### config.mk
export PLATFORM = sky130hd
export DESIGN_NAME = dm_port_arbiter_flat
export DESIGN_NICKNAME = d
export VERILOG_FILES = /design/src/rtl/dm_port_arbiter_pkg.sv /design/src/rtl/dm_port_arbiter_if.sv /design/src/rtl/dm_burst_ctr.sv /design/src/rtl/dm_port_arbiter.sv /design/src/flat_wrapper.sv
export SDC_FILE = /design/constraint.sdc
export NUM_CORES = 1
export LEC_CHECK = 0
export CORE_AREA = 2 2 134 136
export DETAILED_ROUTE_END_ITERATION = 7
export DIE_AREA = 0 0 136 138
export SETUP_SLACK_MARGIN = 0.1
export SYNTH_ARGS = -nofsm -noshare
export SYNTH_HDL_FRONTEND = slang
export SYNTH_SLANG_ARGS = --single-unit
### constraint.sdc
create_clock -name clk -period 3.1 [get_ports clk]
set_input_delay 0.62 -clock clk [delete_from_list [all_inputs] [get_ports clk]]
set_output_delay 0.62 -clock clk [all_outputs]
set_load 0.02 [all_outputs]
### src/rtl/dm_port_arbiter_pkg.sv
// Shared types and constants for the data-SRAM port arbiter.
package dm_port_arbiter_pkg;

  localparam int unsigned DATA_W = 32;
  localparam int unsigned LEN_W  = 4;

  localparam logic [DATA_W-1:0] BWEB_READ = 32'hFFFF_FFFF;
  localparam logic [DATA_W-1:0] BWEB_WORD = 32'h0000_0000;

  typedef enum logic {
    IDLE      = 1'b0,
    DMA_BURST = 1'b1
  } arb_state_e;

endpackage

### src/rtl/dm_port_arbiter_if.sv
// CPU, DMA and SRAM signal bundle; slave = arbiter side, master = environment side.
interface dm_port_arbiter_if #(
  parameter int unsigned ADDR_W = 14
);
  import dm_port_arbiter_pkg::*;

  logic              cpu_req;
  logic [DATA_W-1:0] cpu_bweb;
  logic [DATA_W-1:0] cpu_addr;
  logic [DATA_W-1:0] cpu_wdata;
  logic              cpu_stall;
  logic [DATA_W-1:0] cpu_rdata;
  logic              cpu_rvalid;

  logic              dma_req;
  logic              dma_we;
  logic [DATA_W-1:0] dma_addr;
  logic [LEN_W-1:0]  dma_len;
  logic [DATA_W-1:0] dma_wdata;
  logic              dma_wready;
  logic [DATA_W-1:0] dma_rdata;
  logic              dma_rvalid;
  logic              dma_busy;
  logic              dma_done;

  logic              dm_ceb;
  logic [DATA_W-1:0] dm_web;
  logic [ADDR_W-1:0] dm_a;
  logic [DATA_W-1:0] dm_di;
  logic [DATA_W-1:0] dm_do;

  modport slave (
    input  cpu_req, cpu_bweb, cpu_addr, cpu_wdata,
    output cpu_stall, cpu_rdata, cpu_rvalid,
    input  dma_req, dma_we, dma_addr, dma_len, dma_wdata,
    output dma_wready, dma_rdata, dma_rvalid, dma_busy, dma_done,
    output dm_ceb, dm_web, dm_a, dm_di,
    input  dm_do
  );

  modport master (
    output cpu_req, cpu_bweb, cpu_addr, cpu_wdata,
    input  cpu_stall, cpu_rdata, cpu_rvalid,
    output dma_req, dma_we, dma_addr, dma_len, dma_wdata,
    input  dma_wready, dma_rdata, dma_rvalid, dma_busy, dma_done,
    input  dm_ceb, dm_web, dm_a, dm_di,
    output dm_do
  );

endinterface

### src/rtl/dm_burst_ctr.sv
// DMA burst word-address (wrapping) and remaining-beat counter.
module dm_burst_ctr
  import dm_port_arbiter_pkg::*;
#(
  parameter int unsigned ADDR_W = 14
) (
  input  logic              clk,
  input  logic              reset,
  input  logic              load,
  input  logic              step,
  input  logic [ADDR_W-1:0] load_addr,
  input  logic [LEN_W-1:0]  load_len,
  output logic [ADDR_W-1:0] addr,
  output logic              last
);

  logic [ADDR_W-1:0] addr_q, addr_d;
  logic [LEN_W-1:0]  rem_q,  rem_d;

  // Load points at the beat after beat 0; each step consumes one beat.
  always_comb begin
    addr_d = addr_q;
    rem_d  = rem_q;
    if (load) begin
      addr_d = load_addr + ADDR_W'(1);
      rem_d  = load_len;
    end else if (step) begin
      addr_d = addr_q + ADDR_W'(1);
      rem_d  = rem_q - LEN_W'(1);
    end
  end

  always_ff @(posedge clk or negedge reset) begin
    if (!reset) begin
      addr_q <= '0;
      rem_q  <= '0;
    end else begin
      addr_q <= addr_d;
      rem_q  <= rem_d;
    end
  end

  assign addr = addr_q;
  assign last = (rem_q == LEN_W'(1));

endmodule

### src/rtl/dm_port_arbiter.sv
// Single-port data SRAM arbiter between CPU MEM stage and DMA burst engine.
// Optional DMA anti-starvation counter enabled by defining DM_ARB_STARVE_EN.
module dm_port_arbiter
  import dm_port_arbiter_pkg::*;
#(
  parameter int unsigned ADDR_W       = 14,
  parameter int unsigned STARVE_LIMIT = 8
) (
  input logic               clk,
  input logic               reset,
  dm_port_arbiter_if.slave  bus
);

  arb_state_e        state_q, state_d;
  logic              we_q, we_d;
  logic              cpu_rv_q, cpu_rv_d;
  logic              dma_rv_q, dma_rv_d;
  logic              ctr_load, ctr_step, ctr_last;
  logic [ADDR_W-1:0] ctr_addr;
  logic [ADDR_W-1:0] dma_word;
  logic              dma_ok;
  logic              force_c;
  logic              cpu_grant, dma_beat, beat_we;

  assign dma_word = bus.dma_addr[ADDR_W+1:2];
  // A read burst's trailing data cycle still counts as busy, so new requests wait.
  assign dma_ok   = bus.dma_req & ~dma_rv_q;

  dm_burst_ctr #(.ADDR_W(ADDR_W)) u_ctr (
    .clk       (clk),
    .reset     (reset),
    .load      (ctr_load),
    .step      (ctr_step),
    .load_addr (dma_word),
    .load_len  (bus.dma_len),
    .addr      (ctr_addr),
    .last      (ctr_last)
  );

`ifdef DM_ARB_STARVE_EN
  localparam int unsigned STARVE_W = 32'($clog2(STARVE_LIMIT + 1));
  logic [STARVE_W-1:0] starve_q, starve_d;

  always_comb begin
    starve_d = starve_q;
    if (ctr_load) begin
      starve_d = '0;
    end else if (cpu_grant && dma_ok && (starve_q != STARVE_W'(STARVE_LIMIT))) begin
      starve_d = starve_q + STARVE_W'(1);
    end
  end

  always_ff @(posedge clk or negedge reset) begin
    if (!reset) starve_q <= '0;
    else        starve_q <= starve_d;
  end

  assign force_c = (starve_q == STARVE_W'(STARVE_LIMIT));
`else
  assign force_c = 1'b0;
`endif

  // Arbitration, next state and SRAM drive; everything is gated while in reset.
  always_comb begin
    state_d        = state_q;
    we_d           = we_q;
    ctr_load       = 1'b0;
    ctr_step       = 1'b0;
    cpu_grant      = 1'b0;
    dma_beat       = 1'b0;
    beat_we        = we_q;
    bus.dma_done   = 1'b0;
    bus.dm_ceb     = 1'b1;
    bus.dm_web     = BWEB_READ;
    bus.dm_a       = '0;
    bus.dm_di      = '0;
    if (reset) begin
      unique case (state_q)
        IDLE: begin
          if (bus.cpu_req && !(force_c && dma_ok)) begin
            cpu_grant = 1'b1;
          end else if (dma_ok) begin
            dma_beat = 1'b1;
            ctr_load = 1'b1;
            beat_we  = bus.dma_we;
            we_d     = bus.dma_we;
            if (bus.dma_len == LEN_W'(0)) bus.dma_done = 1'b1;
            else                          state_d      = DMA_BURST;
          end
        end
        DMA_BURST: begin
          dma_beat = 1'b1;
          ctr_step = 1'b1;
          if (ctr_last) begin
            bus.dma_done = 1'b1;
            state_d      = IDLE;
          end
        end
        default: state_d = IDLE;
      endcase
    end
    if (cpu_grant) begin
      bus.dm_ceb = 1'b0;
      bus.dm_web = bus.cpu_bweb;
      bus.dm_a   = bus.cpu_addr[ADDR_W+1:2];
      bus.dm_di  = bus.cpu_wdata;
    end else if (dma_beat) begin
      bus.dm_ceb = 1'b0;
      bus.dm_web = beat_we ? BWEB_WORD : BWEB_READ;
      bus.dm_a   = ctr_load ? dma_word : ctr_addr;
      bus.dm_di  = bus.dma_wdata;
    end
    cpu_rv_d       = cpu_grant && (bus.cpu_bweb == BWEB_READ);
    dma_rv_d       = dma_beat && !beat_we;
    bus.cpu_stall  = reset && bus.cpu_req && !cpu_grant;
    bus.dma_wready = dma_beat && beat_we;
    bus.dma_busy   = reset && ((state_q == DMA_BURST) || dma_rv_q || dma_beat);
  end

  always_ff @(posedge clk or negedge reset) begin
    if (!reset) begin
      state_q  <= IDLE;
      we_q     <= 1'b0;
      cpu_rv_q <= 1'b0;
      dma_rv_q <= 1'b0;
    end else begin
      state_q  <= state_d;
      we_q     <= we_d;
      cpu_rv_q <= cpu_rv_d;
      dma_rv_q <= dma_rv_d;
    end
  end

  assign bus.cpu_rvalid = cpu_rv_q;
  assign bus.dma_rvalid = dma_rv_q;
  assign bus.cpu_rdata  = bus.dm_do;
  assign bus.dma_rdata  = bus.dm_do;

  logic unused_ok;
  assign unused_ok = ^{bus.cpu_addr[31:ADDR_W+2], bus.cpu_addr[1:0],
                       bus.dma_addr[31:ADDR_W+2], bus.dma_addr[1:0], 32'(STARVE_LIMIT)};

endmodule

### src/flat_wrapper.sv
// flat-port wrapper written by rule: the top's interface ports become plain ports
module dm_port_arbiter_flat import dm_port_arbiter_pkg::*;
#(
  parameter int unsigned ADDR_W       = 14,
  parameter int unsigned STARVE_LIMIT = 8
)
  (clk, reset, bus_cpu_req, bus_cpu_bweb, bus_cpu_addr, bus_cpu_wdata, bus_cpu_stall, bus_cpu_rdata, bus_cpu_rvalid, bus_dma_req, bus_dma_we, bus_dma_addr, bus_dma_len, bus_dma_wdata, bus_dma_wready, bus_dma_rdata, bus_dma_rvalid, bus_dma_busy, bus_dma_done, bus_dm_ceb, bus_dm_web, bus_dm_a, bus_dm_di, bus_dm_do);
  dm_port_arbiter_if #(.ADDR_W(ADDR_W)) bus_i ();
  input logic clk;
  input logic reset;
  input wire logic [$bits(bus_i.cpu_req)-1:0] bus_cpu_req;
  input wire logic [$bits(bus_i.cpu_bweb)-1:0] bus_cpu_bweb;
  input wire logic [$bits(bus_i.cpu_addr)-1:0] bus_cpu_addr;
  input wire logic [$bits(bus_i.cpu_wdata)-1:0] bus_cpu_wdata;
  output wire logic [$bits(bus_i.cpu_stall)-1:0] bus_cpu_stall;
  output wire logic [$bits(bus_i.cpu_rdata)-1:0] bus_cpu_rdata;
  output wire logic [$bits(bus_i.cpu_rvalid)-1:0] bus_cpu_rvalid;
  input wire logic [$bits(bus_i.dma_req)-1:0] bus_dma_req;
  input wire logic [$bits(bus_i.dma_we)-1:0] bus_dma_we;
  input wire logic [$bits(bus_i.dma_addr)-1:0] bus_dma_addr;
  input wire logic [$bits(bus_i.dma_len)-1:0] bus_dma_len;
  input wire logic [$bits(bus_i.dma_wdata)-1:0] bus_dma_wdata;
  output wire logic [$bits(bus_i.dma_wready)-1:0] bus_dma_wready;
  output wire logic [$bits(bus_i.dma_rdata)-1:0] bus_dma_rdata;
  output wire logic [$bits(bus_i.dma_rvalid)-1:0] bus_dma_rvalid;
  output wire logic [$bits(bus_i.dma_busy)-1:0] bus_dma_busy;
  output wire logic [$bits(bus_i.dma_done)-1:0] bus_dma_done;
  output wire logic [$bits(bus_i.dm_ceb)-1:0] bus_dm_ceb;
  output wire logic [$bits(bus_i.dm_web)-1:0] bus_dm_web;
  output wire logic [$bits(bus_i.dm_a)-1:0] bus_dm_a;
  output wire logic [$bits(bus_i.dm_di)-1:0] bus_dm_di;
  input wire logic [$bits(bus_i.dm_do)-1:0] bus_dm_do;
  assign bus_i.cpu_req = bus_cpu_req;
  assign bus_i.cpu_bweb = bus_cpu_bweb;
  assign bus_i.cpu_addr = bus_cpu_addr;
  assign bus_i.cpu_wdata = bus_cpu_wdata;
  assign bus_cpu_stall = bus_i.cpu_stall;
  assign bus_cpu_rdata = bus_i.cpu_rdata;
  assign bus_cpu_rvalid = bus_i.cpu_rvalid;
  assign bus_i.dma_req = bus_dma_req;
  assign bus_i.dma_we = bus_dma_we;
  assign bus_i.dma_addr = bus_dma_addr;
  assign bus_i.dma_len = bus_dma_len;
  assign bus_i.dma_wdata = bus_dma_wdata;
  assign bus_dma_wready = bus_i.dma_wready;
  assign bus_dma_rdata = bus_i.dma_rdata;
  assign bus_dma_rvalid = bus_i.dma_rvalid;
  assign bus_dma_busy = bus_i.dma_busy;
  assign bus_dma_done = bus_i.dma_done;
  assign bus_dm_ceb = bus_i.dm_ceb;
  assign bus_dm_web = bus_i.dm_web;
  assign bus_dm_a = bus_i.dm_a;
  assign bus_dm_di = bus_i.dm_di;
  assign bus_i.dm_do = bus_dm_do;
  dm_port_arbiter #(.ADDR_W(ADDR_W), .STARVE_LIMIT(STARVE_LIMIT)) u_core (.clk(clk), .reset(reset), .bus(bus_i));
endmodule
==> out/summary.txt, run 1 <==
Wire per inst - 15.79 um
Post-synth EDFFs - 0
Area grow syn2layout - 81.18%
Worst Path Required - 2.48 ns
Worst Skew - 0.008885 ns
Worst setup EP type - primary output
Antenna diodes - 0
Input/output buffers - 217
Crit path kind - in2out
Die Area - 18,770 um2
Top delay family on crit path - buffers and inverters
Initial drt markers - 193
DRC viols - 0
Unrepaired setup endpoints after global routing - yes
Die X - 136 um
Final setup vio count - 0
Initial Util - 0.1706
Commonest cells post-synth - buf_4 (67), nand2_1 (37), a22o_1 (34)
Worst skew pair latency - 0.26 ns
Clock-pin slew on the worst setup and hold paths - 0.07 ns
Total grt overflow - 0
CP Launch Type - input pin
Slew HR - 0.6417
Worst reg-to-reg path cell count - 9
FP Rows - 49
FF+latch count, synth - 22
Worst path cell trace - dlygate4sd2_1, nor3b_4, and3_4, mux2_4, nand2_8, buf_6, o21a_1, clkdlybuf4s15_2
Final Cycle Share - 0.9489
H-Tree Depth - 1
Clk sink count - 22
Via count - 3,522
First-pass GRT wire length - 19,480 um
Synth warn - 0
Final HPWL DP - 9893 um
Post-DRT Antenna Nets - 0
Initial antenna violation count - 0
Drt total wl - 12,660 um
CP arrival - 2.32 ns
Nets - 777
Clock root buffer - clkbuf_16
Count leader, synth - buf_4
Buffers plus inverters on the worst setup path - 3
PD cells - 578.2 nW/um2
Fmax - 340.0 MHz
Synth unique cells - 48
Hold/Removal Path Class - in2async
Worst-margin pin slew - 0.5334 ns
Synth top area share - 0.1840
CP max stage delay - 0.34 ns
Layout cells sized above 1 - 0.2059
Cells after DPL - 788
Max-cap violations - 0
Clk buf depth - 2
Vias in the first global route - 3,560
Critical Path Stages - 8
Gp weighted congestion - 0.7793
Hold Violations, Final - 0
CTS tree - built
WHS - 0.5399 ns
Lkg Pwr - 2.212 nW
Top_reg_cell synth - dfrtp_1
CORE AREA - 17,530 um2
Cell taking the most area after synthesis - dfrtp_1
Max FO, Critical Path - 8
Post-route insts no fill - 802
Crit-path slowest cell - mux2_4
Pre-antenna DRT Iters - 4
Max IR drop VDD - 0.2725 mV
IO Pins - 350
Mean Syn Cell Area - 7.555 um2
Die height - 138 um
Final min period - 2.942 ns
Vias per cell - 4.392
Pwr Total - 0.003134 W
CTS Hold Bufs - 0
Post-synthesis sequential area ratio - 0.1840
Clock buffer count from CTS - 3
Synth top area cells - dfrtp_1 (18%), buf_4 (17%), a22o_1 (10%)
Synth Instances - 396
FFs w/ async S/R, synth - 1.000
Post-Synthesis Cell Area - 2992 um2
Synth Net Count - 599
Max-slew violation count - 0
Largest net degree at the start of global routing - 35
Global Route Usage Sum - 0.1305
Status - completed
-- cells by family after synthesis --
logic type,after synthesis,share of synthesized area
AO/OA/AOI/OAI,141,0.3300
XOR/XNOR,6,0.01757
adder cells (fa/ha/maj),2,0.008363
buffers and inverters,101,0.2229
flip-flops,22,0.1840
multiplexers,14,0.04893
AND/OR/NAND/NOR,110,0.1882
-- per-stage QoR --
step | util | instance area [um2] | setup TNS [ns] | worst slack (ns)
2_1_floorplan | - | 2992 | 0 | 0.4314
3_3_place_gp | 0.2954 | 5180 | -23.67 | -0.4074
3_5_place_dp | 0.2954 | 5180 | -26.19 | -0.4429
4_1_cts | 0.3093 | 5423 | 0 | 0.1085
5_1_grt | 0.3091 | 5420 | 0 | 0.09616
6_report | 0.3091 | 5420 | 0 | 0.1584
-- layout make-up --
type | count | area, um2
fillers | 1911 | 12110
repair buffers | 266 | 2634
multi-input cells | 273 | 1814
flip-flops and latches | 22 | 550.5
well taps | 229 | 286.5
clock buffers | 3 | 75.07
clock inverters | 1 | 30.03
inverters | 8 | 30.03
-- sequential cells by signal (all words and copies together), names as in the netlist --
register               flops
u_core.u_ctr.addr         14
u_core.u_ctr.rem_q         4
u_core.bus.cpu_rvalid      1
u_core.bus.dma_rvalid      1
u_core.state_q             1
u_core.we_q                1
-- layout by cell type, fill, tap and decap left out, types with 5 or more instances in the layout --
cell / n
a22o_1: 34
buf_12: 5
nand2_1: 37
dlygate4sd2_1: 34
nand4_1: 13
nor4_1: 5
clkdlybuf4s15_2: 34
nor3_1: 7
buf_4: 42
o21a_1: 32
a21oi_1: 25
nor2_1: 15
clkdlybuf4s50_1: 132
buf_6: 5
o21ai_0: 21
buf_2: 9
inv_1: 7
dfrtp_1: 22
nand3_1: 12
mux2i_1: 11
a21o_1: 5
o211ai_1: 5
-- report_power, final --
part | leakage [nW] | switching, W | internal, W | total, W
sequential | 0.272 | 0.000156 | 0.000415 | 0.000571
clock | 0.0511 | 0.000118 | 0.000257 | 0.000375
combinational | 1.89 | 0.00110 | 0.00109 | 0.00219
-- worst paths after layout --
check                                 startpoint                    end  slack, ns
min                                        reset  u_core.u_ctr.rem_q[1]       0.54
min reg2reg                u_core.u_ctr.rem_q[0]  u_core.u_ctr.rem_q[0]       0.55
min in group clk           u_core.u_ctr.rem_q[0]  u_core.u_ctr.rem_q[0]       0.55
max reg2reg                u_core.bus.dma_rvalid  u_core.u_ctr.addr[11]       1.05
max                                  bus_cpu_req          bus_dm_web[3]       0.16
max in group asynchronous                  reset  u_core.u_ctr.addr[13]       2.14
-- what timing repair did --
| item | in CTS | in global routing |
|---|---|---|
| resized for setup | 207 | 7 |
| buffers inserted | 4 | 3 |
| cloned | 3 | 0 |
| pin swaps | 3 | 1 |
| setup endpoints to repair | 83 | 24 |
-- per-layer routing --
layer,track usage,part of all wire
met4,0.02029,0.012
met5,0,0
met3,0.03594,0.090
met2,0.2105,0.45
met1,0.1767,0.44
Note: power is estimated with default switching activity, not from simulation.
==> run 2: changes to the inputs <==
- CORE_AREA: 2 2 134 136 -> 3 3 135 137
- CTS_BUF_LIST: unset -> sky130_fd_sc_hd__clkbuf_8
- DIE_AREA: 0 0 136 138 -> 0 0 138 140
- GPL_ROUTABILITY_DRIVEN: unset -> 0
==> out/summary.txt, run 2 (synthesis results as in run 1) <==
Status - completed (unchanged)
Max IR drop VDD - 0.3222 mV (was 0.2725 mV)
Crit path kind - in2out (unchanged)
Worst setup EP type - primary output (unchanged)
Commonest non-fill, non-tap cells in the layout - clkdlybuf4s50_1 (133), dlygate4sd2_1 (52), nand2_1 (37), buf_4 (37), a22o_1 (34) (was clkdlybuf4s50_1 (132), buf_4 (42), nand2_1 (37))
CTS Hold Bufs - 0 (unchanged)
Global Route Usage Sum - 0.1243 (was 0.1305)
CP max stage delay - 0.33 ns (was 0.34 ns)
Die height - 140 um (was 138 um)
Hold Violations, Final - 0 (unchanged)
Vias per cell - 4.456 (was 4.392)
Clk buf depth - 2 (unchanged)
Initial Util - 0.1742 (was 0.1706)
FP Rows - 48 (was 49)
IO Pins - 350 (unchanged)
CP most frequent cell - buf_12
Antenna diodes - 0 (unchanged)
Worst reg-to-reg path cell count - 8 (was 9)
Pre-antenna DRT Iters - 4 (unchanged)
CP Launch Type - input pin (unchanged)
Final HPWL DP - 10,500 um (was 9893 um)
Post-route insts no fill - 799 (was 802)
Setup TNS - 0 ns (unchanged)
Initial antenna violation count - 0 (unchanged)
H-Tree Depth - 1 (unchanged)
PD cells - 563.8 nW/um2 (was 578.2 nW/um2)
DP Worst Slack - -0.4419 ns (was -0.4429 ns)
FF-to-FF Start - u_core.bus.dma_rvalid (unchanged)
Max-slew violation count - 0 (unchanged)
Clk sink count - 22 (unchanged)
Cells after DPL - 787 (was 788)
Worst Skew - 0.01103 ns (was 0.008885 ns)
Largest register FFs - 14 (unchanged)
Worst-margin pin slew - 0.4788 ns (was 0.5334 ns)
Filler cells - 1,858 (was 1,911)
Design Area, Final - 5366 um2 (was 5420 um2)
CP arrival - 2.33 ns (was 2.32 ns)
Clock root buffer - clkbuf_8 (was clkbuf_16)
Clock buffer count from CTS - 3 (unchanged)
Clock-pin slew on the worst setup and hold paths - 0.08 ns (was 0.07 ns)
Total grt overflow - 0 (unchanged)
Initial drt markers - 214 (was 193)
Max FO, Critical Path - 7 (was 8)
FF-to-FF setup slack - 1.11 ns (was 1.05 ns)
CORE AREA - 17,180 um2 (was 17,530 um2)
Hold/Removal Path Class - in2async (unchanged)
Nets - 778 (was 777)
Final min period - 2.954 ns (was 2.942 ns)
Die Area - 19,320 um2 (was 18,770 um2)
Input/output buffers - 217 (unchanged)
Fmax - 338.5 MHz (was 340.0 MHz)
Lkg Pwr - 2.236 nW (was 2.212 nW)
Crit-path slowest cell - mux2_4 (unchanged)
Die X - 138 um (was 136 um)
DP Area - 5240 um2 (was 5180 um2)
Layout cells sized above 1 - 0.1672 (was 0.2059)
Reg2reg end - u_core.u_ctr.addr[11] (unchanged)
Final setup vio count - 0 (unchanged)
Worst Path Required - 2.48 ns (about the same)
Worst path cell trace - dlygate4sd2_1, nor3b_4, and3_4, mux2_4, nand2_8, buf_12, buf_12, o21a_1, clkdlybuf4s15_2 (was dlygate4sd2_1, nor3b_4, and3_4, mux2_4, nand2_8, buf_6, o21a_1, clkdlybuf4s15_2)
Final Cycle Share - 0.9529 (was 0.9489)
Max-cap violations - 0 (unchanged)
Worst skew pair latency - 0.28 ns (was 0.26 ns)
Post-DRT Antenna Nets - 0 (unchanged)
Commonest non-fill, non-tap cell in the layout - clkdlybuf4s50_1 (unchanged)
Drt total wl - 12,970 um (was 12,660 um)
Wire per inst - 16.24 um (was 15.79 um)
DRC viols - 0 (unchanged)
Final worst slack - 0.1460 ns (was 0.1584 ns)
Unrepaired setup endpoints after global routing - yes (unchanged)
Vias in the first global route - 3,469 (was 3,560)
CTS tree - built (unchanged)
First-pass GRT wire length - 19,390 um (was 19,480 um)
Largest net degree at the start of global routing - 36 (was 35)
Via count - 3,560 (was 3,522)
Slew HR - 0.6783 (was 0.6417)
Area grow syn2layout - 79.38% (was 81.18%)
==> run 2: changes by cell type in the layout (fill, tap and decap cells not counted), sizes merged <==
cell           change
buf                -5
clkbuf             +2
clkdlybuf4s15     -15
clkdlybuf4s50      +1
dlygate4sd2       +18
==> run 2: layout make-up <==
type / instances / area [um2] / share of cell area
Clock buffer: 3 / 41.29 / 0.007694
Clock inverter: 1 / 30.03 / 0.005596
Inverter: 8 / 30.03 / 0.005596
Multi-Input combinational cell: 273 / 1819 / 0.3390
Sequential cell: 22 / 550.5 / 0.1026
Tap cell: 225 / 281.5 / 0.05246
Timing Repair Buffer: 267 / 2614 / 0.4871
==> run 2: per-stage QoR <==
stage	hold WS [ns]	total power, W	utilization
final	0.5278	0.003026	0.3124
after global routing	0.5435	0.003248	0.3124
after CTS	0.5425	0.003019	0.3097
after detailed placement	0.5306	0.002829	0.3051
after global placement	0.5251	0.002835	0.3051
after floorplan	0.3244	0.001815	-
==> run 2: what timing repair did <==
item	in CTS	in global routing
setup endpoints to repair	82	15
gates resized for setup	150	13
setup buffers	1	5
pin swaps	3	2
gates cloned	1	1
==> run 2: where the power goes <==
group / switching (W) / total (W) / internal, W
Combinational: 0.00109 / 0.00216 / 0.00108
Sequential: 0.000161 / 0.000575 / 0.000414
Clock: 0.000113 / 0.000287 / 0.000173
Total: 0.00136 / 0.00303 / 0.00166
==> run 2: worst max path at each step <==
stage | from | to | slack, ns | cells past startpoint
after global routing | bus_cpu_req | bus_dm_web[29] | 0.04 | 9
final | bus_cpu_req | bus_dm_web[29] | 0.15 | 9
after global placement | bus_dma_req | bus_dm_web[13] | -0.42 | 8
after floorplan | bus_cpu_req | bus_dm_web[10] | 0.43 | 7
after detailed placement | bus_cpu_req | bus_dm_web[13] | -0.44 | 8
after CTS | bus_cpu_req | bus_dma_wready | 0.11 | 10
==> run 2: routing by layer <==
metal,part of all wire,vias to the layer above,GRT usage
met2,0.46,172,0.1999
met5,0,-,0
met4,0.013,0,0.02288
met3,0.088,16,0.04507
met1,0.44,1624,0.1622
li1,-,1748,-
==> run 2: worst max-delay path, delay by kind of cell <==
kind	cells	cell delay (ns)
AOI/OAI and AO/OA	1	0.11
muxes	1	0.33
and+or+nand+nor	3	0.52
buffers and inverters	4	0.74
